<file path="src/rtl/button_input.sv">
// Debounced push-button front end: per-channel synchronizer, hold counter,
// sticky press flags and a single-cycle press interrupt.
module button_input #(
  parameter int NUM_BTN         = 4,
  parameter int DEBOUNCE_CYCLES = 27000
) (
  input  logic               clk,
  input  logic               rst,
  input  logic [NUM_BTN-1:0] btn_raw,
  input  logic [NUM_BTN-1:0] interrupt_enable,
  input  logic               clear_enable,
  input  logic [NUM_BTN-1:0] clear_mask,
  output logic [NUM_BTN-1:0] state,
  output logic [NUM_BTN-1:0] status,
  output logic               interrupt
);

  localparam int CW = $clog2(DEBOUNCE_CYCLES);
  localparam logic [CW-1:0] CNT_MAX = CW'(DEBOUNCE_CYCLES - 1);
  localparam logic [CW-1:0] CNT_ONE = CW'(1);

  logic [NUM_BTN-1:0] sync_q1;
  logic [NUM_BTN-1:0] sync_q2;
  logic [NUM_BTN-1:0] synced;
  logic [NUM_BTN-1:0] differ;
  logic [NUM_BTN-1:0] accept;
  logic [NUM_BTN-1:0] press;
  logic [NUM_BTN-1:0] clr;
  logic [NUM_BTN-1:0] state_d;
  logic [NUM_BTN-1:0] status_d;
  logic               irq_d;
  logic [CW-1:0]      cnt_q [NUM_BTN];
  logic [CW-1:0]      cnt_d [NUM_BTN];

  // Pins idle high; loading 1 keeps reset from looking like a press.
  always_ff @(posedge clk) begin
    if (rst) begin
      sync_q1 <= '1;
      sync_q2 <= '1;
    end else begin
      sync_q1 <= btn_raw;
      sync_q2 <= sync_q1;
    end
  end

  assign synced = ~sync_q2;
  assign differ = synced ^ state;

  always_comb begin
    accept = '0;
    for (int i = 0; i < NUM_BTN; i++) begin
      cnt_d[i] = '0;
      accept[i] = differ[i] && (cnt_q[i] == CNT_MAX);
      unique case (1'b1)
        !differ[i]: cnt_d[i] = '0;
        accept[i]:  cnt_d[i] = '0;
        default:    cnt_d[i] = cnt_q[i] + CNT_ONE;
      endcase
    end
  end

  // Only rising edges of the debounced level count as events.
  always_comb begin
    state_d  = state ^ accept;
    press    = accept & synced;
    clr      = clear_enable ? clear_mask : '0;
    status_d = (status & ~clr) | press;
    irq_d    = |(press & interrupt_enable);
  end

  always_ff @(posedge clk) begin
    if (rst) begin
      state     <= '0;
      status    <= '0;
      interrupt <= 1'b0;
      for (int i = 0; i < NUM_BTN; i++) begin
        cnt_q[i] <= '0;
      end
    end else begin
      state     <= state_d;
      status    <= status_d;
      interrupt <= irq_d;
      for (int i = 0; i < NUM_BTN; i++) begin
        cnt_q[i] <= cnt_d[i];
      end
    end
  end

endmodule

</file>
<file path="config.mk">
export PLATFORM = sky130hd
export DESIGN_NAME = button_input
export DESIGN_NICKNAME = d
export VERILOG_FILES = /design/src/rtl/button_input.sv
export SDC_FILE = /design/constraint.sdc
export NUM_CORES = 1
export LEC_CHECK = 0
export BUFFER_PORTS_ARGS = -buffer_cell sky130_fd_sc_hd__buf_4
export CORE_MARGIN = 3
export CORE_UTILIZATION = 51
export DETAILED_ROUTE_END_ITERATION = 6
export PLACE_DENSITY = 0.75
export SETUP_SLACK_MARGIN = 0.15
export SKIP_CTS_REPAIR_TIMING = 1
export SYNTH_ARGS = -nofsm -noshare
export SYNTH_HDL_FRONTEND = slang
export SYNTH_SLANG_ARGS = --single-unit
</file>
<file path="constraint.sdc">
create_clock -name clk -period 3.2 [get_ports clk]
set_input_delay 0.64 -clock clk [delete_from_list [all_inputs] [get_ports clk]]
set_output_delay 0.64 -clock clk [all_outputs]
set_load 0.005 [all_outputs]
</file>
; Word-level counts from Yosys, hierarchy flattened
; Memories as Yosys holds them, arrays and structs flattened.
; Index checks and enable logic that the tools add are counted.
[word_totals]
out_inout_bits = 9
memories = 1
word_cells = 51
reg_bits = 17
mem_bits_rw = 60
inputBits = 15
[classes]
addsub = 4
n_bitwise = 12
n_reduce_logical = 13
muxes = 12
eq_ne = 4
[memory_table]
columns = memory, words, width, rd, rd_clocked_by_memory_dff, wr, line_no
row1 = cnt_q, 4, 15, 4, 0, 4, 32  ; logic [CW-1:0] cnt_q [NUM_BTN];
[op_table]
columns = op, n
row1 = $mux W15, 8
row2 = $add A15 B1 Y15 const B, 4
row3 = $eq A15 B15 Y1 const B, 4
row4 = $and A4 B4 Y4, 3
row5 = $not A4 Y4, 2
row6 = $reduce_or A2 Y1, 4
row7 = $xor A4 B4 Y4, 2
row8 = $logic_and A1 B1 Y1, 4
row9 = $logic_not A1 Y1, 4
row10 = $mux W4, 1
row11 = $or A1 B1 Y1, 4
row12 = $or A4 B4 Y4, 1
row13 = $reduce_or A4 Y1, 1
row14 = $mux W1, 3

; Depth between registers and ports, before layout
; Gate-level depths: netlist (run 1).
[depth]
depth_word = 6
depth_mapped = 7
ltp_nobuf = 5

; Worst setup path before layout (run 1)
; Ideal clock, no wire load.
[synth_path]
path_type = reg2reg
startpoint = memory cnt_q[2][0] (netlist bit)
endpoint = memory cnt_q[2][11] (netlist bit)
period_less_slack_ns = 1.768
stages_incl_launch_ff = 8
setup_slack_ns = 1.432
path_buffers = 2
arrival_ns = 1.704
setup_ns = 0.064
required_time_ns = 3.136
cell_sequence = dfxtp_1 -> ha_1 -> and4_1 -> and4b_1 -> or3_1 -> clkbuf_1 -> buf_2 -> nor2_1
[synth_rtl]
columns = element, line_no
row1 = from (decl), 32

==> results.toml, run 1 <==
[critical_path]
crit_required_ns = 3.42
worst_ep_arrival_time_ns = 2.21
critPathMaxFanout = 15
cp-start-kind = "register"
worstSetupPathType = "register to register"
cp-end-kind = "register"

[route]
routed_via_density = 5.45
ant_nets = 0
first_pass_iters = 4
wire_per_inst_um = 13.5
drt-total-wl_mm = 6.23
drc = 0
drt_iter0_drc = 66
vias = 2511

[cts]
clk_pin_slew_worst_paths_ns = 0.08
cts_buffers = 9
clock_latency_ns = 0.35
cts_htree_levels = 3
cts_buffer_depth = 2
clock-sinks = 77
cts_root_buffer = "clkbuf_8"
cts_tree = "built"

[yosys]
synth_top_flop_cell = "dfxtp_1"
ys_ff_latch = 77
synth_edf_count = 0
synth_nets = 380
yosysTopAreaCellShare = 0.472
post-synth-top-count-cell = "dfxtp_1"
ys_types = 35
synthArstFlopShare = 0
avgSynthCellArea_um2 = 9.05
seq_area_frac_synth = 0.472
ys_top_cells_by_count = "dfxtp_1, nor2_1, xor2_1"
synth_area_leaders = "dfxtp_1, xor2_1, nor2_1, xnor2_1, nand3_1"
yosysWarnings = 0
synth_area_leader_cell = "dfxtp_1"
synth_cells = 361
syn-cell-area_um2 = 3270

[placement]
dpl_cell_area_um2 = 3450
dpl.hpwl_mm = 4.25
gp_congestion = 0.836
portBuffers = 23

[timing]
relSlewSlack = 0.664
max_freq_mhz = 502
fin_crit_ns = 1.99
rsz0062_at_grt = "no"
setup_tns_ns = 0
fin_skew_ns = 0.00631
drv_slew = 0
period_share = 0.622
finalSetupViolCount = 0
worst_pin_slew_ns = 0.504
hold_viol = 0

[floorplan]
io_pins = 24
rows = 28
dieWidth_um = 86.1
start_util = 0.539
die_h_um = 86.1
die-area_um2 = 7400
design.core.area_um2 = 6060

[global_route]
gr-total-overflow = 0
grt_pass1_vias = 2537
antenna_found_initial = 0
grt_max_degree = 22
grt_util_all_layers = 0.192
grt_pass1_wl_mm = 11.3

[final_layout]
nets = 400
drive_above_1_share = 0.130
area_growth_pct = 12.6
stdcell_area_um2 = 3680
diodes = 0
fillers = 520

[worst_hold_path]
hold_class = "register to register"

[pwr]
power.leakage_nw = 1.27
vdd_drop_max_v = 0.000295
power_density_nw_per_um2 = 500
power_w = 0.00184

[run]
drv_cap = 0

[run_status]
status = "finished clean"
[cells by family (layout without fill, tap and decap cells)]
family          Yosys count  in the layout  synth area share
flops                    77             77             0.472
compound gates           24             24            0.0417
buf+inv                  26             51            0.0390
xor+xnor                 47             47             0.126
fa+ha+maj                 4              4            0.0153
mux                       3              3           0.00919
simple gates            180            180             0.297
[placed cells by master (no fill, tap or decap), types with 2 or more instances in the layout]
master,instances
nand2_1,17
and3_1,5
nor4bb_1,3
dfxtp_1,77
or2_2,9
buf_4,23
clkbuf_8,11
mux2i_1,3
a22oi_1,4
and4b_1,3
inv_1,12
and4_1,7
xor2_1,30
nor2_1,65
bufinv_16,2
clkbuf_1,2
or3_1,15
nor3_1,2
nor4b_1,3
ha_1,4
o21ai_0,9
nand3_1,26
xnor2_1,17
nor4_1,5
nand4_1,13
a21oi_1,9
[flip-flops by register name (all words and copies together), names as in the netlist]
name / flops
cnt_q: 60
state: 4
status: 4
sync_q1: 4
sync_q2: 4
interrupt: 1
[worst max-delay path, stage by stage (launching register included)]
cell	delay (ns)
dfxtp_1	0.35
or4b_4	0.56
nor4_4	0.36
or3_1	0.49
nor2_1	0.11
[power by group]
part	switching [W]	internal, W	leakage [nW]	total [W]
combinational	0.0000170	0.0000174	0.536	0.0000343
sequential	0.00000393	0.000963	0.622	0.000967
clock	0.000353	0.000483	0.110	0.000836
[path summary, 6_finish.rpt]
path	slack [ns]	start	cells past startpoint	end
worst max-delay path	1.21	cnt_q[3][3]	4	cnt_q[3][13]
worst min-delay path	0.42	sync_q1[1]	1	sync_q2[1]
worst max register to register	1.21	cnt_q[3][3]	4	cnt_q[3][13]
worst min register to register	0.42	sync_q1[1]	1	sync_q2[1]
[cell type report]
| cell class | instances | area (um^2) | area share |
|---|---|---|---|
| timing repair buffer | 23 | 173 | 0.0469 |
| inverter | 12 | 45.0 | 0.0122 |
| tap | 75 | 93.8 | 0.0255 |
| clock buffer | 13 | 159 | 0.0432 |
| multi-input combinational | 258 | 1600 | 0.435 |
| sequential | 77 | 1540 | 0.419 |
| clock inverter | 3 | 67.6 | 0.0184 |
[routing by layer]
metal	global-route usage	vias to the layer above	wire (um)
met5	0	-	0
met4	0.101	0	189
met3	0.0624	15	292
met2	0.299	46	2820
met1	0.236	1177	2920
li1	-	1273	-
[metrics by stage]
stage | util | cells | hold slack [ns] | setup WS, ns
2_1_floorplan | - | 361 | 0.389 | 1.43
3_3_place_gp | 0.570 | 445 | 0.392 | 1.28
3_5_place_dp | 0.570 | 445 | 0.399 | 1.21
4_1_cts | 0.607 | 461 | 0.420 | 1.20
5_1_grt | 0.607 | 461 | 0.429 | 0.984
6_report | 0.607 | 461 | 0.416 | 1.21
Power figures use the tool's default switching activity.
==> run 2: changes to the inputs <==
==> constraint.sdc (replaced) <==
create_clock -name clk -period 2.05 [get_ports clk]
set_input_delay 0.41 -clock clk [delete_from_list [all_inputs] [get_ports clk]]
set_output_delay 0.41 -clock clk [all_outputs]
set_load 0.005 [all_outputs]
==> run 2 against run 1 <==
Against the previous run:
- register-to-register slack got worse by 0.97 ns
- setup slack worse by 0.97 ns
- die area unchanged
- clock skew increased by 0.0010 ns
- clock-buffer cell count unchanged
- cell area fell by 0.82%
- critical endpoint is now cnt_q[3][5]
==> results.toml, run 2 (synthesis results as in run 1) <==
[run_status]
status = "finished clean"

[route]
vias = 2496
drt_iter0_drc = 124
first_pass_iters = 4
drt-total-wl_mm = 6.11
routed_via_density = 5.39
drc = 0
ant_nets = 0
wire_per_inst_um = 13.2

[final_layout]
area_growth_pct = 11.6
final_cell_mix = "dfxtp_1, nor2_1, xor2_1, nand3_1, buf_4"
finalNonFillerCells = 463
largest_reg_flops = 60
utilization = 0.602
final_common_cell = "dfxtp_1"
drive_above_1_share = 0.139
largest_register = "cnt_q"
fillers = 520
register_area_um2 = 1540
diodes = 0
nets = 403
multi_input_area_um2 = 1610

[cts]
cts_htree_levels = 3
cts_buffer_depth = 2
cts_root_buffer = "clkbuf_8"
cts_buffers = 9
clock-sinks = 77
cts_tree = "built"
clock_latency_ns = 0.34
clk_pin_slew_worst_paths_ns = 0.08

[floorplan]
io_pins = 24
design.core.area_um2 = 6060
start_util = 0.539
die-area_um2 = 7400
die_h_um = 86.1
dieWidth_um = 86.1
rows = 28

[critical_path]
worstSetupPathType = "register to register"
critPathMaxFanout = 15
path_buf_inv = 1
cp-start-kind = "register"
cp-end-kind = "register"
worstPathCellList = "or4b_4, nor4_4, or3_1, buf_4, nor2_1"
worst_ep_arrival_time_ns = 2.04
crit_cells = 5
r2r_start = "cnt_q[3][3]"
crit_start = "cnt_q[3][3]"
cp_top_family = "simple AND/OR/NAND/NOR gates"
slowest_stage = "or4b_4"
crit_required_ns = 2.29
worstRegToRegCells = 5
slowest_delay_ns = 0.56

[run]
drv_cap = 0

[worst_hold_path]
min_from = "btn_raw[2]"
hold_class = "input pin to register"
hold_depth = 2

[timing]
fin_skew_ns = 0.00731
rsz0062_at_grt = "no"
worst_pin_slew_ns = 0.378
drv_slew = 0
period_share = 0.881
max_freq_mhz = 553
setup_tns_ns = 0
hold_viol = 0
finalSetupViolCount = 0
relSlewSlack = 0.744
fin_crit_ns = 1.81

[placement]
dpl.hpwl_mm = 4.38
gp_congestion = 0.816
place_inst = 448
portBuffers = 23

[pwr]
power_density_nw_per_um2 = 695
swShare = 0.212
switchingPower_w = 0.000538
comb_power_share = 0.023
seqPwrFrac = 0.596
power.leakage_nw = 1.26
power_w = 0.00254
p_clk_frac = 0.382
p_int_w = 0.00200
vdd_drop_max_v = 0.000447

[global_route]
gr-total-overflow = 0
grt_max_degree = 22
antenna_found_initial = 0
grt_pass1_vias = 2379
grt_pass1_wl_mm = 10.7
grt_util_all_layers = 0.183
[run 2: worst register-to-register path: cells and delay by family, from the launching register on]
| kind | cells | cell delay [ns] |
|---|---|---|
| flops | 1 | 0.35 |
| simple gates | 4 | 1.16 |
| buf+inv | 1 | 0.19 |
[run 2: worst paths after layout]
path	end	slack [ns]
worst max-delay path	cnt_q[3][5]	0.24
worst min-delay path	sync_q1[2]	0.25
worst max register to register	cnt_q[3][5]	0.24
worst min register to register	sync_q2[3]	0.41
[run 2: final cells by class]
type,instances,share of cell area
timing repair buffer,26,0.0535
tap,75,0.0257
inverter,12,0.0123
multi-input combinational,258,0.442
clock inverter,2,0.00274
sequential,77,0.422
clock buffer,13,0.0408
[run 2: stage by stage]
step | setup WS (ns) | cell area [um^2] | hold slack, ns
2_1_floorplan | 0.282 | 3270 | 0.389
3_3_place_gp | 0.220 | 3470 | 0.390
3_5_place_dp | 0.128 | 3470 | 0.397
4_1_cts | 0.126 | 3630 | 0.227
5_1_grt | 0.156 | 3650 | 0.226
6_report | 0.243 | 3650 | 0.248
[run 2: power by group through the flow]
stage          logic [W]  registers (W)  clock network [W]
2_1_floorplan  0.0000309        0.00154                  0
3_3_place_gp   0.0000538        0.00154                  0
3_5_place_dp   0.0000558        0.00155                  0
4_1_cts        0.0000560        0.00151            0.00100
5_1_grt        0.0000641        0.00151            0.00107
6_report       0.0000574        0.00151           0.000968
[run 2: routing by layer]
metal  GRT usage  part of all wire  up-vias
met5           0                 0        -
met4      0.0921             0.019        0
met3      0.0711             0.047        8
met2       0.279              0.46       35
met1       0.224              0.48     1171
li1            -                 -     1282
==> run 3: changes to the inputs <==
--- a/config.mk
+++ b/config.mk
@@ -9,7 +9,7 @@
 export CORE_MARGIN = 3
 export CORE_UTILIZATION = 51
 export DETAILED_ROUTE_END_ITERATION = 6
-export PLACE_DENSITY = 0.75
+export PLACE_DENSITY = 0.78
 export SETUP_SLACK_MARGIN = 0.15
 export SKIP_CTS_REPAIR_TIMING = 1
 export SYNTH_ARGS = -nofsm -noshare
==> run 3 against run 2 <==
Against the previous run:
- non-clock buffer count increased by 1
- clock-buffer cell count fell by 1
- critical endpoint is now cnt_q[3][13]
- via count shrank 2.6%
- cell area increased by 0.72%
- sequential power barely moved
- setup slack better by 0.011 ns
- register-to-register slack is essentially flat
- wire length down 2.7%
- largest cell class unchanged
==> results.toml, run 3 (synthesis results as in run 1) <==
[placement]
gp_congestion = 0.829
dpl.hpwl_mm = 4.25
portBuffers = 23
dpl_cell_area_um2 = 3470
pre_cts_ws_ns = 0.151

[critical_path]
cp-end-kind = "register"
r2r-end = "cnt_q[3][13]"
worstSetupPathType = "register to register"
path_buf_inv = 1
worst_ep_arrival_time_ns = 2.03
r2r_setup_slack_ns = 0.25
critPathMaxFanout = 15
r2r_start = "cnt_q[3][10]"
cp-start-kind = "register"
slowest_delay_ns = 0.54
cp_top_family = "simple AND/OR/NAND/NOR gates"
slowest_stage = "or4b_4"
crit_required_ns = 2.28
worstRegToRegCells = 5
worstPathCellList = "or4b_4, nor4_4, or3_1, buf_4, nor2_1"

[global_route]
grt_pass1_wl_mm = 10.2
grt_util_all_layers = 0.174
grt_pass1_vias = 2287
gr-total-overflow = 0
grt_max_degree = 22
antenna_found_initial = 0

[timing]
fin_skew_ns = 0.00652
drv_slew = 0
relSlewSlack = 0.744
rsz0062_at_grt = "no"
worst_slack_ns = 0.254
setup_tns_ns = 0
max_freq_mhz = 557
fin_crit_ns = 1.80
period_share = 0.876
hold_viol = 0
worst_pin_slew_ns = 0.379
finalSetupViolCount = 0

[cts]
clock_latency_ns = 0.34
cts_buffer_depth = 2
clk_pin_slew_worst_paths_ns = 0.07
cts_tree = "built"
cts_buffers = 9
clock-sinks = 77
cts_root_buffer = "clkbuf_8"
cts_htree_levels = 3

[pwr]
p_int_w = 0.00203
seqPwrFrac = 0.584
power_w = 0.00258
p_clk_frac = 0.394
switchingPower_w = 0.000551
power_density_nw_per_um2 = 703
swShare = 0.213
vdd_drop_max_v = 0.000619
power.leakage_nw = 1.28
comb_power_share = 0.022

[run]
drv_cap = 0

[worst_hold_path]
min_to = "sync_q1[2]"
hold_class = "input pin to register"
hold_depth = 2
min_from = "btn_raw[2]"

[route]
drc = 0
ant_nets = 0
vias = 2432
first_pass_iters = 4
drt-total-wl_mm = 5.95
wire_per_inst_um = 12.8
drt_iter0_drc = 120
routed_via_density = 5.23

[floorplan]
die_h_um = 86.1
rows = 28
dieWidth_um = 86.1
io_pins = 24
start_util = 0.539
design.core.area_um2 = 6060
die-area_um2 = 7400

[final_layout]
largest_register = "cnt_q"
largest_reg_flops = 60
nets = 404
diodes = 0
area_growth_pct = 12.4
drive_above_1_share = 0.149
utilization = 0.606
final_common_cell = "dfxtp_1"
stdcell_area_um2 = 3670
final_cell_mix = "dfxtp_1, nor2_1, xor2_1, buf_4, nand3_1"

[run_status]
status = "finished clean"
==> run 3: worst max path at each step <==
stage,startpoint,to,slack [ns],cells after the start
6_report,cnt_q[3][10],cnt_q[3][13],0.25,5
5_1_grt,cnt_q[3][10],cnt_q[3][13],0.17,5
4_1_cts,cnt_q[1][0],cnt_q[1][14],0.13,5
3_5_place_dp,cnt_q[1][0],cnt_q[1][13],0.15,5
3_3_place_gp,cnt_q[1][0],cnt_q[1][13],0.21,5
2_1_floorplan,cnt_q[2][0],cnt_q[2][11],0.28,7
==> run 3: cell type report <==
type                            instances  area [um^2]
Fill cell                             538         2390
Tap cell                               75         93.8
Inverter                               12         45.0
Timing Repair Buffer                   27          203
Clock buffer                           12          155
Sequential cell                        77         1540
Clock inverter                          4         22.5
Multi-Input combinational cell        258         1610
==> run 3: worst reg2reg max path: stages, from the launching register on <==
cell	delay (ns)
dfxtp_1	0.36
or4b_4	0.54
nor4_4	0.37
or3_1	0.16
buf_4	0.19
nor2_1	0.07
==> run 3: routing by layer <==
metal  vias up  GRT usage  part of all wire
met5         -          0                 0
met4         0     0.0561             0.010
met3         5     0.0548             0.039
met2        42      0.268              0.45
met1      1102      0.230              0.50
li1       1283          -                 -
==> run 3: power by group through the flow <==
stage / Clock (W) / Combinational, W / Sequential, W
5_1_grt: 0.00112 / 0.0000626 / 0.00151
3_5_place_dp: 0 / 0.0000556 / 0.00155
4_1_cts: 0.00105 / 0.0000558 / 0.00151
6_report: 0.00102 / 0.0000567 / 0.00151
2_1_floorplan: 0 / 0.0000309 / 0.00154
3_3_place_gp: 0 / 0.0000542 / 0.00154
==> run 3: stage by stage <==
stage / hold slack (ns) / cells
final: 0.251 / 465
after detailed placement: 0.396 / 448
after CTS: 0.227 / 464
after global routing: 0.236 / 465
after floorplan: 0.389 / 361
after global placement: 0.391 / 448
